`config.mk`:
```
export PLATFORM = sky130hd
export DESIGN_NAME = complex_butterfly_pipe
export DESIGN_NICKNAME = d
export VERILOG_FILES = /design/src/rtl/complex_butterfly_pipe_pkg.sv /design/src/rtl/complex_butterfly_pipe_mult.sv /design/src/rtl/complex_butterfly_pipe.sv
export SDC_FILE = /design/constraint.sdc
export NUM_CORES = 2
export LEC_CHECK = 0
export BUFFER_PORTS_ARGS = -buffer_cell sky130_fd_sc_hd__clkbuf_2
export CAP_MARGIN = 40
export CORE_MARGIN = 4
export CORE_UTILIZATION = 60
export DETAILED_ROUTE_END_ITERATION = 6
export PLACE_DENSITY = 0.84
export REMOVE_ABC_BUFFERS = 1
export SYNTH_ARGS = -nofsm -noshare
export SYNTH_HDL_FRONTEND = slang
export SYNTH_SLANG_ARGS = --single-unit
```
`constraint.sdc`:
```
create_clock -name i_clk -period 17.87 [get_ports i_clk]
set_input_delay 1.787 -clock i_clk [delete_from_list [all_inputs] [get_ports i_clk]]
set_output_delay 1.787 -clock i_clk [all_outputs]
set_load 0.05 [all_outputs]
```
`src/rtl/complex_butterfly_pipe_pkg.sv`:
```
// Shared definitions for the radix-2 butterfly datapath.
//   N_DEF / TW_DEF : default data and twiddle widths
//   round_k        : half-LSB rounding constant used before dropping TW-1 fraction bits
//   sat_n          : clip a wide signed value into the signed n-bit range
package complex_butterfly_pipe_pkg;

   localparam int unsigned N_DEF  = 16;
   localparam int unsigned TW_DEF = 16;

   function automatic logic signed [63:0] round_k(input int unsigned tw);
      return 64'sd1 <<< (tw - 2);
   endfunction

   function automatic logic signed [63:0] sat_n(input logic signed [63:0] v,
                                                input int unsigned        n);
      logic signed [63:0] max_v;
      logic signed [63:0] min_v;
      max_v = (64'sd1 <<< (n - 1)) - 64'sd1;
      min_v = -(64'sd1 <<< (n - 1));
      if (v > max_v)      return max_v;
      else if (v < min_v) return min_v;
      else                return v;
   endfunction

endpackage

```
`src/rtl/complex_butterfly_pipe_mult.sv`:
```
// cmplx_mult_round: two-stage complex multiply B*W with round-half-up.
//   clk, rst (async, active high), ce (stall)
//   b_re/b_im : N-bit signed operand, w_re/w_im : TW-bit signed twiddle
//   p_re/p_im : N+1-bit signed rounded product, valid 2 enabled cycles later
module cmplx_mult_round
   import complex_butterfly_pipe_pkg::*;
#(
   parameter int unsigned N  = N_DEF,
   parameter int unsigned TW = TW_DEF
) (
   input  logic                 clk,
   input  logic                 rst,
   input  logic                 ce,
   input  logic signed [N-1:0]  b_re,
   input  logic signed [N-1:0]  b_im,
   input  logic signed [TW-1:0] w_re,
   input  logic signed [TW-1:0] w_im,
   output logic signed [N:0]    p_re,
   output logic signed [N:0]    p_im
);

   localparam int unsigned PW = N + TW;
   localparam int unsigned SW = N + TW + 1;
   localparam logic signed [SW-1:0] RND = SW'(round_k(TW));

   logic signed [PW-1:0] rr;
   logic signed [PW-1:0] ii;
   logic signed [PW-1:0] ri;
   logic signed [PW-1:0] ir;

   always_ff @(posedge clk or posedge rst) begin
      if (rst) begin
         rr   <= '0;
         ii   <= '0;
         ri   <= '0;
         ir   <= '0;
         p_re <= '0;
         p_im <= '0;
      end else if (ce) begin
         rr   <= b_re * w_re;
         ii   <= b_im * w_im;
         ri   <= b_re * w_im;
         ir   <= b_im * w_re;
         // Full-width sum, round, then keep N+1 bits of the shifted result.
         p_re <= (N+1)'((SW'(rr) - SW'(ii) + RND) >>> (TW - 1));
         p_im <= (N+1)'((SW'(ri) + SW'(ir) + RND) >>> (TW - 1));
      end
   end

endmodule

```
`src/rtl/complex_butterfly_pipe.sv`:
```
// complex_butterfly_pipe: 3-stage radix-2 DIT butterfly, X = A + W*B, Y = A - W*B.
//   i_clk, i_rst (async, active high), i_ce (freezes whole pipeline)
//   i_valid, i_scale  : sample tag and per-sample divide-by-2 select
//   i_Are/i_Aim, i_Bre/i_Bim (N bits), i_Wre/i_Wim (TW bits), all signed
//   i_ovf_clr         : synchronous clear of o_ovf, independent of i_ce
//   o_valid, o_X_re/o_X_im, o_Y_re/o_Y_im : results 3 enabled cycles after input
//   o_ovf             : sticky saturation flag
module complex_butterfly_pipe
   import complex_butterfly_pipe_pkg::*;
#(
   parameter int unsigned N  = N_DEF,
   parameter int unsigned TW = TW_DEF
) (
   input  logic                 i_clk,
   input  logic                 i_rst,
   input  logic                 i_ce,
   input  logic                 i_valid,
   input  logic                 i_scale,
   input  logic signed [N-1:0]  i_Are,
   input  logic signed [N-1:0]  i_Aim,
   input  logic signed [N-1:0]  i_Bre,
   input  logic signed [N-1:0]  i_Bim,
   input  logic signed [TW-1:0] i_Wre,
   input  logic signed [TW-1:0] i_Wim,
   input  logic                 i_ovf_clr,
   output logic                 o_valid,
   output logic signed [N-1:0]  o_X_re,
   output logic signed [N-1:0]  o_X_im,
   output logic signed [N-1:0]  o_Y_re,
   output logic signed [N-1:0]  o_Y_im,
   output logic                 o_ovf
);

   localparam logic signed [N+1:0] ONE = (N+2)'(1);

   logic signed [N-1:0] a_re1, a_im1, a_re2, a_im2;
   logic                v1, v2, s1, s2;
   logic signed [N:0]   p_re, p_im;
   logic [N:0]          xr_s, xi_s, yr_s, yi_s;
   logic                any_sat;

   cmplx_mult_round #(.N(N), .TW(TW)) u_mult (
      .clk  (i_clk),
      .rst  (i_rst),
      .ce   (i_ce),
      .b_re (i_Bre),
      .b_im (i_Bim),
      .w_re (i_Wre),
      .w_im (i_Wim),
      .p_re (p_re),
      .p_im (p_im)
   );

   function automatic logic signed [N+1:0] scl(input logic signed [N+1:0] v,
                                               input logic               s);
      return s ? ((v + ONE) >>> 1) : v;
   endfunction

   // Returns {saturated_flag, clipped N-bit value}.
   function automatic logic [N:0] sat_pack(input logic signed [N+1:0] v);
      logic signed [63:0] w;
      logic signed [63:0] c;
      w = 64'(v);
      c = sat_n(w, N);
      return {c != w, c[N-1:0]};
   endfunction

   always_comb begin
      xr_s    = sat_pack(scl((N+2)'(a_re2) + (N+2)'(p_re), s2));
      xi_s    = sat_pack(scl((N+2)'(a_im2) + (N+2)'(p_im), s2));
      yr_s    = sat_pack(scl((N+2)'(a_re2) - (N+2)'(p_re), s2));
      yi_s    = sat_pack(scl((N+2)'(a_im2) - (N+2)'(p_im), s2));
      any_sat = xr_s[N] | xi_s[N] | yr_s[N] | yi_s[N];
   end

   always_ff @(posedge i_clk or posedge i_rst) begin
      if (i_rst) begin
         a_re1   <= '0;
         a_im1   <= '0;
         a_re2   <= '0;
         a_im2   <= '0;
         v1      <= 1'b0;
         v2      <= 1'b0;
         s1      <= 1'b0;
         s2      <= 1'b0;
         o_valid <= 1'b0;
         o_X_re  <= '0;
         o_X_im  <= '0;
         o_Y_re  <= '0;
         o_Y_im  <= '0;
      end else if (i_ce) begin
         a_re1   <= i_Are;
         a_im1   <= i_Aim;
         a_re2   <= a_re1;
         a_im2   <= a_im1;
         v1      <= i_valid;
         v2      <= v1;
         s1      <= i_scale;
         s2      <= s1;
         o_valid <= v2;
         o_X_re  <= xr_s[N-1:0];
         o_X_im  <= xi_s[N-1:0];
         o_Y_re  <= yr_s[N-1:0];
         o_Y_im  <= yi_s[N-1:0];
      end
   end

   // A new saturating result outranks a simultaneous clear.
   always_ff @(posedge i_clk or posedge i_rst) begin
      if (i_rst)                      o_ovf <= 1'b0;
      else if (i_ce && v2 && any_sat) o_ovf <= 1'b1;
      else if (i_ovf_clr)             o_ovf <= 1'b0;
   end

endmodule

```
=== Word-level counts from Yosys, hierarchy flattened ===
Cells that the tools add are included.

* Register bits: 296
* Output and inout port bits: 66

* Muxes and demuxes: 14
* $mul: 4
* Order comparisons: 8
* Eq/ne operators: 4
* $add $sub $neg: 12
* Bitwise logic cells: 3
* Reduce and logical (&&, ||, !) cells: 3

{| class="wikitable"
|+ Operator list
! kind !! number
|-
| $mux 64 || 8
|-
| $ne 64x18->1 || 4
|-
| $mul 16x16->32 || 4
|-
| $add 18x2->18 const B || 4
|-
| $gt 18x16->1 const B || 4
|-
| $lt 18x16->1 const B || 4
|-
| $mux 18 || 4
|-
| $add 32x16->32 const B || 2
|-
| $add 16x17->18 || 2
|-
| $sub 16x17->18 || 2
|-
| $add 32x32->32 || 1
|-
| $sub 32x32->32 || 1
|-
| $or 1x1->1 || 3
|-
| $logic_and 1x1->1 || 2
|-
| $mux 1 || 2
|-
| $reduce_bool 2->1 || 1
|}

=== Longest topological paths before layout ===
* Word-level depth: 12
* Gate-level depth with buffers: 28
* Depth with buffers taken out: 26

=== Modules after synthesis ===
From an unflattened synthesis, not the netlist that was laid out.

* Cells, all modules: 6597
* Area total of the unflattened synthesis: 60621.9 µm²

{| class="wikitable"
|+ By module, submodules not included
! module !! cells each !! sequential area each (µm²) !! area each (µm²) !! times used
|-
| cmplx_mult_round || 5116 || 4053.9 || 48031.1 || 1
|-
| complex_butterfly_pipe || 1481 || 3353.2 || 12590.8 || 1
|}

=== Worst setup path before layout ===
OpenSTA, ideal clock, no wires.

* Path type: in2reg
* Start point: input i_Bim[12]
* End point: register u_mult.ii[31]
* Stages: 26
* Library setup time: 0.125 ns
* Data required time: 17.745 ns
* Setup slack: 9.608 ns
* Data arrival time: 8.137 ns
* Cell sequence: clkbuf_1 > nand2_1 > fa_1 > inv_1 > fa_1 > inv_1 > fa_1 > inv_1 > fa_1 > inv_1 > fa_1 > inv_1 > fa_1 > ha_1 > a21o_1 > a21oi_1 > nor2b_1 > a211o_1 > a31o_1 > a221o_1 > a31oi_1 > a21oi_1 > or4_1 > a31oi_1 > xnor2_1 > mux2_2

* Word-level cells in the longest chain between the ends: 1

{| class="wikitable"
|+ Ends and longest elaborated chain
! what !! RTL line !! text
|-
| start: declaration || complex_butterfly_pipe.sv:22 || <nowiki>input logic signed [N-1:0] i_Bim,</nowiki>
|-
| $mul 16x16->32 || complex_butterfly_pipe_mult.sv:41 || <nowiki>ii <= b_im * w_im;</nowiki>
|-
| end signal: assignment || complex_butterfly_pipe_mult.sv:41 ||
|-
| end: declaration || complex_butterfly_pipe_mult.sv:27 || <nowiki>logic signed [PW-1:0] ii;</nowiki>
|}

No other way between the ends.
A chain may end at the register's enable or synchronous reset.

=== Worst setup path after layout ===
* Start point: input i_Bim[7]
* End point: register u_mult.ir[27]

* Word-level cells in the longest chain between the ends: 1

{| class="wikitable"
|+ Ends and longest elaborated chain
! what !! RTL line !! text
|-
| $mul 16x16->32 || complex_butterfly_pipe_mult.sv:43 || <nowiki>ir <= b_im * w_re;</nowiki>
|-
| end signal: assignment || complex_butterfly_pipe_mult.sv:43 ||
|-
| end: declaration || complex_butterfly_pipe_mult.sv:29 || <nowiki>logic signed [PW-1:0] ir;</nowiki>
|}

No other way between the ends.

==> results.cfg <==
[routing]
routed_wl_mm = 150
detail_route.drc_violations = 0
via_count = 45475
avgRoutedWirePerCell_um = 19.3
vias_per_cell = 5.86
detail_route.first_pass.iterations = 6
postRouteAntennaNets = 0
dr_iter_0_viols = 3442

[min_path]
holdCritPathClass = flop to flop
worst_hold_path.num_cells = 1
holdCritStartpoint = o_X_im[1]
holdPathEnd = o_X_im[1]

[run_status]
status = finished, final reports clean

[clocking]
cts.reportedPaths.clkPinSlew_ps = 60
post_cts_sizing = 0
cts_setup_buffers = 0
ctsHoldBuffers = 0
cts.path.max_buffers = 3
clock_tree.root_cell = sky130_fd_sc_hd__clkbuf_16
number_of_levels_the_h_tree_was_split_into = 2
cts_tree = yes
cts_buffers = 40
tritoncts_sink_count = 296
clock_insertion_delay_at_the_later_pin_of_the_skew_report_ps = 600

[sta]
hold_violations = 0
setup_tns_ps = 0
fmaxAchievable_mhz = 111
report.final.slew_viol_count = 0
timing.max_slew.rel_slack_pct = 32.2
finalClockSkew_ps = 19.9
grt_setup_unrepaired = no
post_route_clock_period_utilization_pct = 50.2
period_needed_ps = 8980
setup-violations-final = 0
tightestPinTransition_ps = 1020

[yosys]
syn-mean-instance-area_um2 = 9.14
ys_warn_count = 0
top_area_cells_in_the_synthesized_netlist = sky130_fd_sc_hd__fa_1 (35%), sky130_fd_sc_hd__dfrtp_1 (12%), sky130_fd_sc_hd__ha_1 (11%)
synth.top_cells.by_count = sky130_fd_sc_hd__inv_1 (1253), sky130_fd_sc_hd__fa_1 (1052), sky130_fd_sc_hd__nand2_1 (730)
synth.lib_cells_used.distinct = 97
synth_top_area_share_pct = 35.5
async_reset_ff_share_pct = 100
syn-instance-count = 6488
synth_most_common_cell = sky130_fd_sc_hd__inv_1
synthFlopType = sky130_fd_sc_hd__dfrtp_1
synth_seq_cells = 296
netlist.top_cell.by_area = sky130_fd_sc_hd__fa_1
synth-seq-area-share_pct = 12.5
synth-edff-count = 0
syn_area_um2 = 59300

[final_layout]
layout-area-overhead-vs-synth_pct = 5.15
final_util_pct = 63.5
layout.nets = 8117
drive_above_1_share_pct = 7.47

[critical_path]
timing.critical_path.arrival_ps = 9510
critical_path_required_ps = 18400
worst-setup-path-type = input pin to flop
r2r_setup_slack_ps = 11780
path_max_fanout = 32
r2r_end = o_ovf
worstSetupEndpointType = flop
rr_worst_depth = 19
start_kind = input pin
critical_path.reg2reg.startpoint = a_im2[9]

[grt]
maximum_number_of_pins_on_one_net_before_global_route_repair = 106
globalRoute.totalOverflow = 0
gr-usage-all-layers_pct = 29.5
number_of_antenna_violations_at_the_first_check_in_global_routing = 14
wire_length_of_the_first_global_routing_pass_mm = 246
number_of_global_route_vias_before_repair = 48206

[die]
placeableCoreArea_um2 = 98300
ios = 168
std_cell_rows = 115
dieHeight_um = 322
initial_core_utilization_pct = 60.4
die_width_um = 322
design.die.area_um2 = 104000

[run]
maxCapViolCount = 0

[placed_design]
place_congestion = 0.934
detailed_place_hpwl_mm = 115
portBuffers = 167
how the worst max path moves through the flow:
stage                         start             to  depth (start not counted)
final                      i_Bim[7]  u_mult.ir[27]                         24
after global routing       i_Bre[8]  u_mult.rr[31]                         25
after CTS                 i_Bre[12]  u_mult.rr[31]                         25
after detailed placement  i_Bre[12]  u_mult.rr[31]                         25
after global placement    i_Bre[12]  u_mult.rr[31]                         25
after floorplan               i_rst       a_im1[0]                          1
layout make-up:
| cell class | count | area [um2] |
|---|---|---|
| multi-input cells | 4634 | 46000 |
| fillers | 7865 | 35900 |
| flip-flops and latches | 296 | 7410 |
| inverters | 1253 | 4710 |
| well taps | 1287 | 1610 |
| repair buffers | 216 | 1280 |
| clock buffers | 51 | 1090 |
| clock inverters | 18 | 240 |
| diodes | 4 | 10.0 |
stage by stage:
stage | worst slack (ps) | area, um2 | hold WS, ps | cells
CTS | 9140 | 62400 | 478 | 7752
detailed placement | 8610 | 61000 | 466 | 7683
global route | 8700 | 62400 | 485 | 7755
floorplan | 7910 | 58100 | 448 | 6183
global placement | 8750 | 60900 | 461 | 7674
finish | 8890 | 62400 | 473 | 7759
metal layers:
| metal | wire, um | up-vias | track usage, % |
|---|---|---|---|
| li1 | - | 20227 | - |
| met1 | 57500 | 22858 | 37.9 |
| met2 | 70700 | 1966 | 48.4 |
| met3 | 13300 | 410 | 6.23 |
| met4 | 8180 | 14 | 13.2 |
| met5 | 93 | - | 0 |
layout by cell type (no fill, tap or decap), drive strengths merged, types with 16 or more instances in the layout:
master / count
a211o: 16
xor2: 48
nor2: 227
mux2: 137
or2: 27
ha: 522
or3: 33
a21oi: 208
nor4: 19
inv: 1257
clkbuf: 219
nand2: 730
and2: 416
buf: 48
o211ai: 40
mux2i: 20
a31oi: 45
fa: 1052
o21ai: 166
nand4: 19
dfrtp: 296
a211oi: 34
nor3: 91
o21bai: 16
nand3: 79
o31ai: 31
o21a: 46
xnor2: 175
and3: 31
nor2b: 40
a21o: 55
nand2b: 95
worst max-delay path, stage by stage:
cell and delay, ps:
sky130_fd_sc_hd__clkbuf_2 700, sky130_fd_sc_hd__nand2_1 180, sky130_fd_sc_hd__fa_1 560, sky130_fd_sc_hd__inv_1 50
sky130_fd_sc_hd__fa_1 500, sky130_fd_sc_hd__inv_1 60, sky130_fd_sc_hd__fa_1 540, sky130_fd_sc_hd__inv_1 50
sky130_fd_sc_hd__fa_1 480, sky130_fd_sc_hd__inv_1 50, sky130_fd_sc_hd__fa_1 470, sky130_fd_sc_hd__inv_1 50
sky130_fd_sc_hd__fa_1 430, sky130_fd_sc_hd__ha_1 390, sky130_fd_sc_hd__nand3_1 240, sky130_fd_sc_hd__nor2_1 180
sky130_fd_sc_hd__o211ai_1 210, sky130_fd_sc_hd__a31oi_1 380, sky130_fd_sc_hd__a211oi_1 200, sky130_fd_sc_hd__o31ai_1 720
sky130_fd_sc_hd__o21a_1 190, sky130_fd_sc_hd__nor2_1 60, sky130_fd_sc_hd__xnor2_1 680, sky130_fd_sc_hd__mux2_2 290
registers in the layout, summed over array words and instances, names as in the netlist, 16 cells and up:
signal,count
u_mult.ir,32
u_mult.p_re,17
a_re1,16
u_mult.ii,32
o_X_im,16
o_Y_re,16
a_im1,16
a_im2,16
o_X_re,16
u_mult.p_im,17
u_mult.rr,32
a_re2,16
o_Y_im,16
u_mult.ri,32
logic make-up after synthesis:
group | count (synthesis) | synth area share [%]
flip-flops | 296 | 12.5
AO/OA/AOI/OAI | 808 | 9.10
AND/OR/NAND/NOR | 1871 | 15.7
multiplexers | 157 | 2.94
adder cells (fa/ha/maj) | 1574 | 46.5
XOR/XNOR | 224 | 3.34
buffers and inverters | 1558 | 9.93
Power is left out: the tool's default activity adds up to more than one toggle a clock period on the data nets, which glitch-free logic cannot reach.
